**src/rtl/t06_sound_sequencer.sv**
```systemverilog
// Sound-effect sequencer: fixed-priority arbitration with preemption and pending
// latches, stepping each effect through a small note table onto the PWM tone path.
module t06_sound_sequencer #(
  parameter int NOTE_TICKS = 2500000,
  parameter int GAP_TICKS  = 500000,
  parameter int CNT_W      = 22
) (
  input  logic       clk,
  input  logic       rst,
  input  logic [2:0] req,
  output logic [5:0] note,
  output logic       pwm_enable,
  output logic       busy,
  output logic [1:0] active_id,
  output logic       done
);

  typedef enum logic [1:0] {
    ST_IDLE = 2'd0,
    ST_PLAY = 2'd1,
    ST_GAP  = 2'd2
  } state_t;

  localparam logic [CNT_W-1:0] NOTE_LAST = CNT_W'(NOTE_TICKS - 1);
  localparam logic [CNT_W-1:0] GAP_LAST  = CNT_W'((GAP_TICKS > 0) ? (GAP_TICKS - 1) : 0);
  localparam logic             NO_GAP    = (GAP_TICKS == 0);
  localparam logic [CNT_W-1:0] CNT_ZERO  = {CNT_W{1'b0}};
  localparam logic [CNT_W-1:0] CNT_ONE   = CNT_W'(1);

  function automatic logic [5:0] note_lut(input logic [1:0] id, input logic [1:0] slot);
    logic [5:0] n;
    case ({id, slot})
      4'b00_00: n = 6'd30;
      4'b00_01: n = 6'd25;
      4'b00_10: n = 6'd20;
      4'b00_11: n = 6'd15;
      4'b01_00: n = 6'd12;
      4'b01_01: n = 6'd8;
      4'b10_00: n = 6'd24;
      4'b10_01: n = 6'd32;
      default:  n = 6'd0;
    endcase
    return n;
  endfunction

  state_t           state_r, state_s;
  logic [CNT_W-1:0] cnt_r, cnt_s;
  logic [1:0]       slot_r, slot_s;
  logic [1:0]       id_r, id_s;
  logic [2:0]       pending_r, pending_s;
  logic             done_s, start_s, finish_s;
  logic [2:0]       active_mask_s, cand_s, win_mask_s;
  logic [1:0]       win_s;
  logic             has_win_s, preempt_s, note_end_s, gap_end_s, last_slot_s;

  // Arbitration: the active effect's own requests are masked out before selection.
  always_comb begin
    if (state_r != ST_IDLE) begin
      active_mask_s = 3'b001 << id_r;
    end else begin
      active_mask_s = 3'b000;
    end
    cand_s    = (req & ~active_mask_s) | pending_r;
    has_win_s = |cand_s;
    if (cand_s[0]) begin
      win_s = 2'd0; win_mask_s = 3'b001;
    end else if (cand_s[1]) begin
      win_s = 2'd1; win_mask_s = 3'b010;
    end else if (cand_s[2]) begin
      win_s = 2'd2; win_mask_s = 3'b100;
    end else begin
      win_s = 2'd0; win_mask_s = 3'b000;
    end
    preempt_s   = has_win_s && (win_s < id_r);
    note_end_s  = (cnt_r == NOTE_LAST);
    gap_end_s   = (cnt_r == GAP_LAST);
    last_slot_s = (slot_r == 2'd3) || (note_lut(id_r, slot_r + 2'd1) == 6'd0);
  end

  // Next-state sequencing; natural completion outranks preemption on the same edge.
  always_comb begin
    state_s  = state_r;
    cnt_s    = cnt_r + CNT_ONE;
    slot_s   = slot_r;
    id_s     = id_r;
    done_s   = 1'b0;
    start_s  = 1'b0;
    finish_s = 1'b0;
    case (state_r)
      ST_IDLE: begin
        cnt_s   = CNT_ZERO;
        start_s = has_win_s;
      end
      ST_PLAY: begin
        finish_s = note_end_s && NO_GAP && last_slot_s;
        if (preempt_s) begin
          start_s = 1'b1;
        end else if (note_end_s) begin
          cnt_s = CNT_ZERO;
          if (NO_GAP) begin
            slot_s = slot_r + 2'd1;
          end else begin
            state_s = ST_GAP;
          end
        end else begin
          start_s = 1'b0;
        end
      end
      ST_GAP: begin
        finish_s = gap_end_s && last_slot_s;
        if (preempt_s) begin
          start_s = 1'b1;
        end else if (gap_end_s) begin
          state_s = ST_PLAY;
          slot_s  = slot_r + 2'd1;
          cnt_s   = CNT_ZERO;
        end else begin
          start_s = 1'b0;
        end
      end
      default: begin
        state_s = ST_IDLE;
        cnt_s   = CNT_ZERO;
        slot_s  = 2'd0;
        id_s    = 2'd0;
      end
    endcase
    if (finish_s) begin
      done_s  = 1'b1;
      state_s = ST_IDLE;
      cnt_s   = CNT_ZERO;
      slot_s  = 2'd0;
      id_s    = 2'd0;
      start_s = has_win_s;
    end else begin
      done_s = 1'b0;
    end
    if (start_s) begin
      state_s = ST_PLAY;
      cnt_s   = CNT_ZERO;
      slot_s  = 2'd0;
      id_s    = win_s;
    end else begin
      id_s = id_s;
    end
    pending_s = (pending_r | (req & ~active_mask_s)) & ~(start_s ? win_mask_s : 3'b000);
  end

  // State and registered outputs, all derived from the next-state values.
  always_ff @(posedge clk) begin
    if (rst) begin
      state_r    <= ST_IDLE;
      cnt_r      <= CNT_ZERO;
      slot_r     <= 2'd0;
      id_r       <= 2'd0;
      pending_r  <= 3'b000;
      note       <= 6'd0;
      pwm_enable <= 1'b0;
      busy       <= 1'b0;
      active_id  <= 2'd0;
      done       <= 1'b0;
    end else begin
      state_r    <= state_s;
      cnt_r      <= cnt_s;
      slot_r     <= slot_s;
      id_r       <= id_s;
      pending_r  <= pending_s;
      note       <= (state_s == ST_PLAY) ? note_lut(id_s, slot_s) : 6'd0;
      pwm_enable <= (state_s == ST_PLAY);
      busy       <= (state_s != ST_IDLE);
      active_id  <= (state_s != ST_IDLE) ? id_s : 2'd0;
      done       <= done_s;
    end
  end

endmodule

```
**config.mk**
```make
export PLATFORM = sky130hd
export DESIGN_NAME = t06_sound_sequencer
export DESIGN_NICKNAME = d
export VERILOG_FILES = /design/src/rtl/t06_sound_sequencer.sv
export SDC_FILE = /design/constraint.sdc
export NUM_CORES = 1
export LEC_CHECK = 0
export BUFFER_PORTS_ARGS = -buffer_cell sky130_fd_sc_hd__buf_2
export CORE_ASPECT_RATIO = 1.75
export CORE_MARGIN = 4
export CORE_UTILIZATION = 50
export CTS_CLUSTER_SIZE = 16
export DETAILED_ROUTE_END_ITERATION = 12
export PLACE_DENSITY_LB_ADDON = 0.15
export REMOVE_ABC_BUFFERS = 1
export SLEW_MARGIN = 20
export SYNTH_ARGS = -nofsm -noshare
export SYNTH_HDL_FRONTEND = slang
export SYNTH_SLANG_ARGS = --single-unit
```
**constraint.sdc**
```tcl
create_clock -name clk -period 4 [get_ports clk]
set_clock_uncertainty 0.2 [all_clocks]
set_input_delay 0.2 -clock clk [delete_from_list [all_inputs] [get_ports clk]]
set_output_delay 0.2 -clock clk [all_outputs]
set_load 0.03 [all_outputs]
```
-- Yosys cells after proc, flatten, opt, wreduce, memory -nomap -nowiden
Memories as Yosys holds them, arrays and structs flattened. A register that Yosys moved wholly into a read port is not among the register bits.
Cells that the tools add are included.
- register bits: 36
- memories kept: 2
- output and inout bits: 11
- input port bits: 5
- logic and storage cells: 75
- ROM bits: 192
- memories (memory ; depth ; bits a word ; read ports ; clocked after memory_dff ; wr ports ; RTL line ; RTL):
    (no name shown) ; 16 ; 6 ; 1 ; 1 ; 0 ; 32 ; case ({id, slot})
    (no name shown) ; 16 ; 6 ; 1 ; 0 ; 0 ; 32 ;
- eq/ne operators: 6
- bitwise gates (word level): 7
- add/sub/neg operators: 2
- mux-type cells: 33
- shifts and indexed selects: 1
- magnitude comparators: 1
- reduce and logical (&&, ||, !) cells: 14
- operators with widths (operator ; count):
    two-way mux 22 bit ; 4
    one-hot mux 22 bit (2 select lines) ; 1
    two-way mux 2 bit ; 16
    adder 22 x 1 -> 22 bit, second input constant ; 1
    equality test 22 x 19 -> 1 bit, second input constant ; 1
    equality test 22 bit, second input constant ; 1
    two-way mux 3 bit ; 5
    OR reduction 3 bit ; 3
    OR reduction 2 bit ; 4
    AND 3 bit ; 2
    zero test 6 bit ; 1
    inverter 3 bit ; 2
    one-hot mux 2 bit (3 select lines) ; 1
    equality test 2 x 1 -> 1 bit, second input constant ; 2
    equality test 2 bit, second input constant ; 2
    two-way mux 1 bit ; 4
    one-hot mux 2 bit (2 select lines) ; 1
    nonzero test 2 bit ; 2
    OR 3 bit ; 1
    << shifter 1 x 2 -> 3 bit, first input constant ; 1
    adder 2 x 1 -> 2 bit, second input constant ; 1
    logical AND 1 bit ; 2
    zero test 2 bit ; 1
    less-than comparator 2 bit ; 1
    3 further kinds ; 4

-- Logic depth before layout (Yosys ltp)
- depth in word-level cells: 17
- mapped depth: 17
- gate-level depth less buffers: 16

-- Worst setup path before layout
OpenSTA, ideal clock, no wires.
- path type: register -> register
- from: reg state_r[0]
- to: reg note[3]
- period minus slack after synthesis: 4132 ps
- setup time: 122 ps
- data required time: 3678 ps
- path slack: -132 ps
- arrival time: 3811 ps
- stages on the path, launching flop included: 16
- buffers on the path: 0
- cell sequence: dfxtp_1 inv_1 ha_1 or3b_4 a2111oi_4 nor2b_1 ha_1 and2b_1 a31o_2 a211oi_2 o21ai_1 a21oi_1 o21ai_1 ha_1 o211ai_1 a21oi_2
- cells in the longest elaborated chain, start to end: 17
- elaborated cells between the ends (all ways): 38
- those cells by class: order compare (1); eq/ne (3); mux (22); bitwise (4); reduce/logical (8)
- ends and longest elaborated chain (element ; RTL line ; RTL):
    from (decl) ; 46 ; state_t state_r, state_s;
    from (signal assigned) ; 163 ; state_r <= state_s;
    nonzero test 2 bit ; 58 ; if (state_r != ST_IDLE) begin
    two-way mux 3 bit ; 58 ;
    inverter 3 bit ; 63 ; cand_s = (req & ~active_mask_s) | pending_r;
    AND 3 bit ; 63 ;
    OR 3 bit ; 63 ;
    two-way mux 2 bit ; 69 ; end else if (cand_s[2]) begin
    two-way mux 2 bit ; 67 ; end else if (cand_s[1]) begin
    two-way mux 2 bit ; 65 ; if (cand_s[0]) begin
    less-than comparator 2 bit ; 74 ; preempt_s = has_win_s && (win_s < id_r);
    logical AND 1 bit ; 74 ;
    two-way mux 2 bit (tied with other cells) ; 111 ; if (preempt_s) begin
    one-hot mux 2 bit (3 select lines) / one-hot mux 1 bit (2 select lines) (equally long branches) ; 89 ; case (state_r)
    two-way mux 2 bit / two-way mux 1 bit (equally long branches) ; 128 ; if (finish_s) begin
    two-way mux 2 bit ; 138 ; if (start_s) begin
    equality test 2 x 1 -> 1 bit ; 168 ; note <= (state_s == ST_PLAY) ? note_lut(id_s, slot_s) : 6'd0;
    inverter 1 bit (no line) ; n/a ;
    OR reduction 2 bit (no line) ; n/a ;
    to (decl) ; 11 ; output logic [5:0] note,
Several ways; a longest one is shown, not always the timed one.
A chain may end at the register's enable or synchronous reset.

-- Worst setup path in the final report
Ends and elaborated chain as after synthesis.

==> results.py <==
metrics = {
    "layout": {
        "nNetsFinal": 300,
        "area_growth_pct": 18.02,
        "antenna_cells": 0,
        "layout-drive-gt1-share_pct": 22.11,
        "fill_cells": 385,
        "final_cells": 334,
    },
    "critical_path": {
        "cp.arrival_ps": 3880,
        "crit_buf_inv": 2,
        "required_ps": 4050,
        "cp-start-kind": "register",
        "cp_max_fo": 6,
        "r2r_setup_slack_ps": 170,
        "r2r_end": "note[3]$_SDFF_PP0_",
        "path_delay_family": "compound AO/OA/AOI/OAI gates",
        "slowest_delay_ps": 410,
        "path_cells": "inv_1, ha_1, or3b_4, a2111oi_4, nor2b_4, ha_4, and2b_1, a31o_2, a211oi_2, buf_4, o21ai_1, a21oi_1, o21ai_2, ha_1, o211ai_1, o211ai_1, a21oi_2",
        "rr_worst_depth": 17,
        "critPathCaptureType": "register",
        "worstSetupPathDepth": 17,
        "r2r_start": "state_r[0]$_SDFF_PP0_",
        "critPathKind": "reg -> reg",
        "cpMaxStageDelayCell": "or3b_4",
    },
    "routing": {
        "drt-initial-drc-count": 49,
        "drt_first_pass_iters": 4,
        "drt-wirelength-per-cell_um": 15.18,
        "routed_wl_um": 5071,
        "final_antenna_net_count": 0,
        "dr_total_vias": 1891,
        "viasPerCell": 5.662,
        "drc": 0,
    },
    "place": {
        "place_inst": 325,
        "place_congestion": 0.8769,
        "place_hpwl_um": 3871,
        "port_buffers": 15,
    },
    "hold_path": {
        "hold_path_startpoint": "rst",
        "hold_class": "in -> reg",
        "min_to": "id_r[0]$_SDFF_PP0_",
        "hold_depth": 2,
    },
    "status": {
        "status": "complete, no violations",
    },
    "timing": {
        "tns_ps": 0,
        "fmax_mhz": 260.9,
        "fin_crit_sh_pct": 95.81,
        "fin_crit_ps": 3832,
        "setup_violations": 0,
        "holdWs_ps": 26.88,
        "slew_viol_final": 0,
        "maxSlewHeadroom_pct": 69.24,
        "hold_viol_final": 0,
        "tightest_slew_ps": 457.2,
        "rsz0062_at_grt": "no",
    },
    "synth": {
        "synth_area_leaders": "dfxtp_1 (39%), nor2_1 (7.4%), ha_1 (6.3%)",
        "synth_edf_count": 0,
        "synth_cells": 250,
        "yosysTopAreaCell": "dfxtp_1",
        "synthFlopType": "dfxtp_1",
        "ys_ff_latch": 42,
        "ys_types": 50,
        "ys_top_cells_by_count": "nor2_1 (43), dfxtp_1 (42), nand2_1 (20)",
        "avgSynthCellArea_um2": 8.693,
        "yosysTopAreaCellShare_pct": 38.69,
        "synth_most_common_cell": "nor2_1",
        "yosysWarningCount": 0,
        "async_flop_share_pct": 0,
        "ys_seq_area_share_pct": 38.69,
        "syn_area_um2": 2173,
    },
    "floorplan": {
        "die_y_um": 95.22,
        "die-area_um2": 5507,
        "fp-row-count": 31,
        "dieWidth_um": 57.84,
        "pin_count": 16,
        "start_util_pct": 51.88,
        "design.core.area_um2": 4189,
    },
    "cts": {
        "clk_pin_slew_ps": 90,
        "htreeDepth": 2,
        "clock_latency_ps": 310,
        "cts_tree": "built",
        "cts.sinks": 42,
        "cts_buffer_depth": 2,
        "root_buffer": "clkbuf_8",
        "cts_buffers": 5,
    },
    "grt": {
        "grt_usage_pct": 20.30,
        "grt_max_degree": 23,
        "grt_util_met2_pct": 39.15,
        "met3_usage_pct": 3.117,
        "antenna_found_initial": 0,
        "met1_usage_pct": 19.03,
        "grt-ovfl-total": 0,
        "grt_pass1_vias": 1900,
        "busiest_layer": "met2",
        "grt_pass1_wl_um": 8549,
    },
    "power": {
        "peakVddDrop_uv": 329.2,
        "p_sw_mw": 0.5271,
        "cellPowerDensity_nw_per_um2": 533.0,
        "p_seq_share_pct": 35.9,
        "p_int_mw": 0.8401,
        "p_total_mw": 1.367,
        "clkPwrFrac_pct": 21.2,
        "netSwitchingFraction_pct": 38.56,
        "p_leak_nw": 0.9769,
        "combinationalPowerShare_pct": 42.8,
    },
    "flow_run": {
        "drv_cap": 0,
    },
}
==> layer usage <==
metal | up-vias | wire length [um]
met3 | 15 | 111
met2 | 26 | 2765
met1 | 896 | 1938
li1 | 954 | -
met5 | - | 0
met4 | 0 | 255
==> power groups by stage <==
stage                     Combinational, mW  Sequential [mW]  Clock, mW
after floorplan                       0.273            0.572          0
after CTS                             0.551            0.492      0.299
after global routing                  0.636            0.497      0.312
final                                 0.586            0.491      0.290
after global placement                0.547            0.500          0
after detailed placement              0.550            0.502          0
==> worst max-delay path by stage <==
stage | slack [ps] | start | end
floorplan | -250 | state_r[0]$_SDFF_PP0_ | note[3]$_SDFF_PP0_
global placement | 90 | state_r[0]$_SDFF_PP0_ | note[5]$_SDFF_PP0_
detailed placement | 40 | state_r[0]$_SDFF_PP0_ | note[3]$_SDFF_PP0_
CTS | 20 | state_r[0]$_SDFF_PP0_ | note[3]$_SDFF_PP0_
global route | 4 | state_r[0]$_SDFF_PP0_ | note[3]$_SDFF_PP0_
finish | 170 | state_r[0]$_SDFF_PP0_ | note[3]$_SDFF_PP0_
==> layout make-up <==
cell class                      instances  area [um^2]  share of cell area (%)
Clock buffer                            5        68.82                   2.683
Clock inverter                          3        25.02                  0.9756
Inverter                               11        41.29                   1.610
Multi-Input combinational cell        190         1310                   51.07
Sequential cell                        42        840.8                   32.78
Tap cell                               49        61.31                   2.390
Timing Repair Buffer                   34        217.7                   8.488
==> state kept, by name, summed over array words and instances, names as in the netlist <==
register,count
pending_r,3
cnt_r,22
note,6
busy,1
pwm_enable,1
state_r,2
id_r,2
active_id,2
slot_r,2
done,1
==> cell usage in the layout (no fill, tap or decap), drive strengths merged, types with 2 or more instances in the layout <==
cell type and instances:
a21o 2, buf 34, o21ai 12, dfxtp 42, o31a 2, nand2b 2
nor4 2, nand3 9, o211ai 3, ha 11, a31o 2, xnor2 7
and4 5, and3 2, inv 12, a211oi 6, a21oi 6, xor2 13
nand4 7, nor4bb 2, a31oi 2, nor3 7, clkbuf 5, or3b 3
nor2b 2, nand2 20, nor2 43, nor4b 6
==> cell families after synthesis <==
group | Yosys count | share of synthesized area, %
adder cells (fa/ha/maj) | 11 | 6.333
AND/OR/NAND/NOR | 114 | 27.29
flip-flops | 42 | 38.69
buffers and inverters | 18 | 3.109
XOR/XNOR | 20 | 8.060
multiplexers | 1 | 0.4606
AO/OA/AOI/OAI | 44 | 16.06
==> stage by stage <==
stage / instance area [um^2] / utilization, % / setup WS, ps
after global routing: 2565 / 61.23 / 4.436
after CTS: 2512 / 59.98 / 20.76
after detailed placement: 2419 / 57.74 / 42.13
final: 2565 / 61.23 / 167.6
after global placement: 2419 / 57.74 / 94.46
after floorplan: 2147 / - / -245.9
==> timing repair <==
action                                  CTS  global route
hold buffers                              0             0
resized for setup                         0            10
buffers inserted                          0             1
endpoints found under the setup margin    0             9
(Power assumes the default switching activity.)
